$ cat config.mk
export PLATFORM = sky130hd
export DESIGN_NAME = simple_tx
export DESIGN_NICKNAME = d
export VERILOG_FILES = /design/src/rtl/simple_tx.sv
export SDC_FILE = /design/constraint.sdc
export NUM_CORES = 2
export LEC_CHECK = 0
export CAP_MARGIN = 20
export CORE_ASPECT_RATIO = 1.1
export CORE_MARGIN = 4
export CORE_UTILIZATION = 55
export DETAILED_ROUTE_END_ITERATION = 10
export PLACE_DENSITY = 0.75
export SLEW_MARGIN = 20
export SYNTH_ARGS = -nofsm -noshare
export SYNTH_HDL_FRONTEND = slang
export SYNTH_SLANG_ARGS = --single-unit
export TNS_END_PERCENT = 1
$ cat constraint.sdc
create_clock -name clk_in -period 4.75 [get_ports clk_in]
set_clock_uncertainty 0.1 [all_clocks]
set_input_delay 0.95 -clock clk_in [delete_from_list [all_inputs] [get_ports clk_in]]
set_output_delay 0.95 -clock clk_in [all_outputs]
set_load 0.01 [all_outputs]
$ cat src/rtl/simple_tx.sv
// Packet transmitter: buffers one AXI-Stream packet, then emits SFD/type/size/payload/checksum framing.
// Optional SIMPLE_TX_PAD_EN zero-pads short packets to 8 payload bytes instead of dropping them.
module simple_tx #(
    parameter int          G_MEM_SIZE    = 256,
    parameter int          G_IFG         = 12,
    parameter logic [15:0] G_PACKET_TYPE = 16'h1234
) (
    input  logic        clk_in,
    input  logic        rst_in,
    input  logic [7:0]  s_tdata_in,
    input  logic        s_tvalid_in,
    input  logic        s_tlast_in,
    output logic        s_tready_out,
    output logic [7:0]  txd_out,
    output logic        txen_out,
    output logic        txer_out,
    output logic [15:0] stat_packet_sent_cnt,
    output logic [15:0] stat_packet_drop_cnt
);

    localparam int N_MAX = (G_MEM_SIZE < 255) ? G_MEM_SIZE : 255;
    localparam int AW    = (N_MAX > 1) ? $clog2(N_MAX) : 1;

    typedef enum logic [2:0] {
        S_FILL, S_DISCARD, S_SFD, S_TYPE, S_SIZE, S_PAYLOAD, S_FCS, S_IFG
    } state_t;

    state_t      state;
    logic [8:0]  cnt;
    logic [8:0]  n_next;
    logic [7:0]  idx;
    logic [7:0]  frame_len;
    logic [7:0]  data_len;
    logic [15:0] csum;
    logic [15:0] ifg_cnt;
    logic [7:0]  mem [N_MAX];
    logic [7:0]  pay_byte;
    logic        beat;
    logic        wr_en;

    assign beat     = s_tvalid_in && s_tready_out;
    assign n_next   = cnt + 9'd1;
    assign wr_en    = beat && (state == S_FILL) && (cnt < 9'(N_MAX));
    assign txer_out = 1'b0;

    // Bytes past the stored length are pad bytes and go out as zero.
    assign pay_byte = (idx < data_len) ? mem[idx[AW-1:0]] : 8'h00;

    // NOTE: the payload buffer has no reset; cnt/data_len decide which entries are meaningful.
    always_ff @(posedge clk_in) begin
        if (wr_en) mem[cnt[AW-1:0]] <= s_tdata_in;
    end

    function automatic logic [7:0] sfd_byte(input logic [1:0] i);
        case (i)
            2'd0:    return 8'h7F;
            2'd1:    return 8'h55;
            2'd2:    return 8'h44;
            default: return 8'h55;
        endcase
    endfunction

    always_ff @(posedge clk_in) begin
        if (rst_in) begin
            state                <= S_FILL;
            cnt                  <= '0;
            idx                  <= '0;
            frame_len            <= '0;
            data_len             <= '0;
            csum                 <= '0;
            ifg_cnt              <= '0;
            s_tready_out         <= 1'b0;
            txd_out              <= 8'h00;
            txen_out             <= 1'b0;
            stat_packet_sent_cnt <= '0;
            stat_packet_drop_cnt <= '0;
        end else begin
            txd_out  <= 8'h00;
            txen_out <= 1'b0;
            case (state)
                S_FILL: begin
                    s_tready_out <= 1'b1;
                    if (beat) begin
                        if (s_tlast_in) begin
                            cnt       <= '0;
                            idx       <= '0;
                            frame_len <= n_next[7:0];
                            data_len  <= n_next[7:0];
                            if (n_next >= 9'd8 && n_next <= 9'(N_MAX)) begin
                                state        <= S_SFD;
                                s_tready_out <= 1'b0;
                            end
`ifdef SIMPLE_TX_PAD_EN
                            else if (n_next < 9'd8) begin
                                state        <= S_SFD;
                                s_tready_out <= 1'b0;
                                frame_len    <= 8'd8;
                            end
`endif
                            else begin
                                stat_packet_drop_cnt <= stat_packet_drop_cnt + 16'd1;
                            end
                        end else if (cnt == 9'(N_MAX)) begin
                            state <= S_DISCARD;
                            cnt   <= '0;
                        end else begin
                            cnt <= n_next;
                        end
                    end
                end
                S_DISCARD: begin
                    s_tready_out <= 1'b1;
                    if (beat && s_tlast_in) begin
                        stat_packet_drop_cnt <= stat_packet_drop_cnt + 16'd1;
                        state                <= S_FILL;
                    end
                end
                S_SFD: begin
                    txen_out <= 1'b1;
                    txd_out  <= sfd_byte(idx[1:0]);
                    if (idx == 8'd3) begin
                        idx   <= '0;
                        state <= S_TYPE;
                    end else begin
                        idx <= idx + 8'd1;
                    end
                end
                S_TYPE: begin
                    txen_out <= 1'b1;
                    txd_out  <= (idx == 8'd0) ? G_PACKET_TYPE[7:0] : G_PACKET_TYPE[15:8];
                    if (idx == 8'd1) begin
                        idx   <= '0;
                        state <= S_SIZE;
                    end else begin
                        idx <= idx + 8'd1;
                    end
                end
                S_SIZE: begin
                    txen_out <= 1'b1;
                    txd_out  <= frame_len;
                    csum     <= {8'h00, G_PACKET_TYPE[15:8]} + {8'h00, G_PACKET_TYPE[7:0]}
                              + {8'h00, frame_len};
                    state    <= S_PAYLOAD;
                end
                S_PAYLOAD: begin
                    txen_out <= 1'b1;
                    txd_out  <= pay_byte;
                    csum     <= csum + {8'h00, pay_byte};
                    if (idx == frame_len - 8'd1) begin
                        state <= S_FCS;
                    end else begin
                        idx <= idx + 8'd1;
                    end
                end
                S_FCS: begin
                    txen_out             <= 1'b1;
                    txd_out              <= csum[7:0];
                    stat_packet_sent_cnt <= stat_packet_sent_cnt + 16'd1;
                    ifg_cnt              <= '0;
                    state                <= S_IFG;
                end
                S_IFG: begin
                    if (ifg_cnt == 16'(G_IFG - 1)) begin
                        state        <= S_FILL;
                        s_tready_out <= 1'b1;
                    end else begin
                        ifg_cnt <= ifg_cnt + 16'd1;
                    end
                end
                default: state <= S_FILL;
            endcase
        end
    end

endmodule

# Word-level counts from Yosys, hierarchy flattened

Memory sizes are Yosys's and may differ from the RTL's. A register that Yosys moved wholly into a read port is not among the register bits.
Cells that the tools add are included.

Bits in registers: 102
Output and inout port bits: 43
RAM bits: 2040
Memories kept: 1
Memory bits (read-only): 0
Latch bits: 0
Input bits: 12
Logic and storage cells: 110

Memories:

| memory | words | width | rd ports | clocked after memory_dff | wr ports | line | RTL |
|---|---|---|---|---|---|---|---|
| mem    | 255   | 8     | 1        | 1                        | 1        | 36   | `logic [7:0] mem [N_MAX];` |

Equality and inequality tests: 25
Mux-type cells: 40
Shifts and indexed selects: 0
Magnitude comparators: 4
Multipliers: 0
Bitwise gates (word level): 0
Add/sub/neg operators: 8
Divide/modulo/power cells: 0
Reductions and logical operators: 21

Operator list:

| kind                  | count |
|---|---|
| $pmux 16 s2           | 3 |
| $mux 16               | 5 |
| $mux 8                | 8 |
| $add 16x1->16 const B | 3 |
| $pmux 8 s5            | 1 |
| $pmux 8 s4            | 1 |
| $mux 3                | 9 |
| $pmux 3 s8            | 1 |
| $ne 2x2->1 const B    | 10 |
| $mux 9                | 2 |
| $add 16x8->16         | 1 |
| $eq 16x4->1 const B   | 1 |
| $eq 3x3->1 const B    | 4 |
| $pmux 6 s2            | 1 |
| $add 7x8->9 const A   | 1 |
| $add 9x1->9 const B   | 1 |
| $eq 9x8->1 const B    | 1 |
| $ge 9x4->1 const B    | 1 |
| $le 9x8->1 const B    | 1 |
| $lt 9x8->1 const B    | 1 |
| $add 8x1->8 const B   | 1 |
| $eq 8x1->1 const B    | 1 |
| $eq 8x2->1 const B    | 1 |
| $eq 8x8->1            | 1 |
| 22 further kinds      | 38 |

# Logic depth before layout (Yosys ltp)

Word-level depth: 7
Mapped depth: 22
Gate-level depth less buffers: 19

# Worst setup path after synthesis

No wires, ideal clock.

Path type: flip-flop to flip-flop
Start: register with a tool-made name
End: register csum[6]
Data arrival time: 4.539 ns
Buffers on the path: 4
Period minus slack after synthesis: 4.776 ns
Path slack: -0.026 ns
Cell stages (with the launch flop): 19
Path through: dfxtp_1 -> buf_6 -> buf_6 -> buf_4 -> buf_2 -> mux4_2 -> mux4_2 -> mux4_2 -> a211oi_2 -> a211oi_1 -> ha_1 -> fa_1 -> a21o_1 -> a21oi_1 -> inv_1 -> a21oi_1 -> mux2i_1 -> nor4_1 -> a221oi_1

RTL lines:

| what                 | line | RTL |
|---|---|---|
| end signal, assigned | 141  | `csum <= {8'h00, G_PACKET_TYPE[15:8]} + {8'h00, G_PACKET_TYPE[7:0]}` |
| end signal, assigned | 148  | `csum <= csum + {8'h00, pay_byte};` |
| end, declared        | 34   | `logic [15:0] csum;` |

==> metrics <==
outcome finished with violations; failing checks setup timing; Pleak 30.0 nW; Post-synth EDFFs between 2000 and 2500; main area contributors after synthesis edfxtp_1 72%, mux4_2 16%, dfxtp_1 2.4%; worst hold path class flip-flop to flip-flop; CTS Root Cell clkbuf_16; Cell Area, Synth 84700 um^2; # IOs 55; metal3 WL roughly 21000 um; initial DRC count 5923; Final HPWL DP 126000 um; maximum vdd drop 0.000347 V; first-pass GRT wire length 306000 um; post-synthesis sequential area ratio between 70% and 80%; combinational power share slightly above 4%; CP arrival 5560 ps; slew margin rel. 23.8%; nets 4551; drt wl/cell 31.0 um; final period utilization 104%; largest net degree at the start of global routing 158; worst setup path class flip-flop to flip-flop; synth warn 0; Synth Flop Type edfxtp_1; Max Cap Viol 0; maximum clock path buffer count 3; Syn Inst Count about 4000; H-tree level count 4; CTS Hold Bufs 0; Die Wd 382 um; Worst setup EP type flip-flop; port bufs 53; hold slack ~410 ps; syn_nets 4113; Die ar. 160000 um^2; Internal just over 30 mW; Worst Hold End stat_packet_sent_cnt[15]; final hold violations 0; vias in the first global route 43427; Async S/R FF share, synth 0%; Layout Cells excl Fill 6732; site row count 150; Area Overhead vs Synth 15.1%; initial antenna violation count 3; placed insts 6321; most common cell in the netlist edfxtp_1; Vias 43419; top post-synthesis cells by count 2040 x edfxtp_1, 609 x mux4_2, 367 x nor2_1, 108 x clkbuf_1, 102 x dfxtp_1; gr ovfl total 0; worst reg2reg endpoint csum[6]; CTS tree done; Placement Cell Area 90000 um^2; Setup WS pre-CTS -603 ps; Avg Cell Area, Syn 20.8 um^2; DR vias/cell roughly 6.4; Reg2Reg Depth 20; RePlAce Congestion between 0.8 and 0.9; Design Area, Final 97500 um^2; sequential power share 53.5%; ANT nets after route 0; Clk pin slew, worst setup/hold paths 60 ps; Hold Path Depth 2; wl on met1 76300 um; pwr/cell area 396 nW/um^2; CP required 5380 ps; DRT Pass-1 Iters 7; met2 wire length between 100000 and 150000 um; post-synth cell types 62; Yosys reg bits 2142; Worst Hold Launch stat_packet_sent_cnt[15]; Die H 420 um; highest clock rate about 200 MHz; Finish-stage setup viols 3; top sig layer met5; Clock Latency Late Sink 860 ps; Slew Viols, Final 0; CTS Sinks 2142; DR DRC count 0; r2r setup slk -180 ps; Worst setup SP type flip-flop; Num CTS Buffers 200; Core Region 153000 um^2; final setup margin -179 ps; Synth area leader edfxtp_1; initial core utilization between 50 and 60%; Worst Max-Slew Pin Slew 1140 ps; clock share of power between 40% and 50%; post-layout min period 4930 ps; Sw Share 20.5%; worst-path fanout max 6; Yosys top cell area share a little over 70%; drt total wl 209000 um; GRT Util Overall 26.4%; switching power total 7.92 mW; RSZ-0062 raised after global routing true; total negative slack -530 ps; layout cells sized above 1 a little under 30%
[cells in the final DEF, fill, tap and decap left out, types with 11 or more instances in the layout]
cell and count:
dfxtp_1 95, mux4_2 609, buf_16 13, nand3_1 31
nand2b_1 19, nor3_1 32, clkbuf_16 203, xor2_1 41
buf_12 47, inv_1 25, clkinvlp_4 16, clkbuf_8 11
edfxtp_1 2040, clkinv_1 38, a31oi_1 12, nor2b_1 24
o21ai_0 39, nor2_1 365, xnor2_1 29, buf_4 345
or3_1 12, clkinv_2 33, clkbuf_1 37, and3_1 15
buf_6 13, mux2i_1 81, bufinv_16 27, a21oi_1 44
a211oi_1 21, nand2_1 89, ha_1 29, nand4_1 16
clkdlybuf4s50_1 44
[area by class of cell]
cell class                      count  area [um^2]
Clock inverter                    130         1480
Inverter                           26         97.6
Antenna cell                        1         2.50
Multi-Input combinational cell   1663        20100
Tap cell                         2052         2570
Sequential cell                  2142        63300
Fill cell                        9681        55000
Clock buffer                      243         5260
Timing Repair Buffer              475         4700
[worst max-delay path by stage]
stage                          to       from  cells past startpoint  slack (ps)
after floorplan           csum[6]  flip-flop                     19          50
after global placement    csum[7]  flip-flop                     18        -680
after detailed placement  csum[5]  flip-flop                     18        -600
after CTS                 csum[7]  flip-flop                     19         -90
after global routing      csum[5]  flip-flop                     21        -370
final                     csum[6]  flip-flop                     20        -180
[worst max-delay path: stages (launching register included)]
cell and delay (ps):
dfxtp_4 420, buf_6 140, buf_6 110, buf_16 130
mux4_2 520, mux4_2 530, mux4_2 530, nor2b_4 150
a211oi_2 160, buf_4 200, a211oi_2 60, ha_2 210
fa_2 360, a21o_1 180, a21oi_2 130, inv_1 90
a21oi_4 170, nand3_1 120, nor2_2 160, nor4_2 60
a221oi_1 290
[power groups by stage]
stage,clock [mW],combinational [mW],sequential (mW)
global route,17.5,1.66,20.7
floorplan,0,0.810,21.1
detailed placement,0,1.44,21.1
global placement,0,1.41,21.1
CTS,16.6,1.57,20.7
finish,16.4,1.57,20.7
[sequential cells by signal (all words and copies together), names as in the netlist, named ones only]
signal,cells
idx,8
cnt,9
mem,2040
txd_out,8
state,3
data_len,8
stat_packet_sent_cnt,16
csum,8
s_tready_out,1
stat_packet_drop_cnt,16
ifg_cnt,16
txen_out,1
[stage by stage]
| step | utilization, % | total power, mW |
|---|---|---|
| 6_report | 63.9 | 38.7 |
| 5_1_grt | 63.9 | 39.8 |
| 4_1_cts | 63.9 | 38.8 |
| 3_5_place_dp | 59.0 | 22.5 |
| 3_3_place_gp | 59.0 | 22.5 |
| 2_1_floorplan | - | 21.9 |
[per-layer routing]
metal / GRT usage [%] / vias to the layer above
li1: - / 17656
met1: 35.8 / 22667
met2: 42.7 / 2619
met3: 5.75 / 471
met4: 10.2 / 6
met5: 0 / -
[cell families after synthesis]
family / synth area share [%]
flops: 74.7
mux: 17.4
other cells: 0.00442
xor+xnor: 0.734
fa+ha+maj: 0.467
buf+inv: 1.69
simple gates: 3.53
compound gates: 1.49
[timing repair]
item	in CTS	in global routing
cloned	8	0
endpoints found under the setup margin	6	4
buffers inserted	29	0
pin swaps	19	7
resized for setup	50	5
No activity file was read; power rests on OpenSTA's default activity.
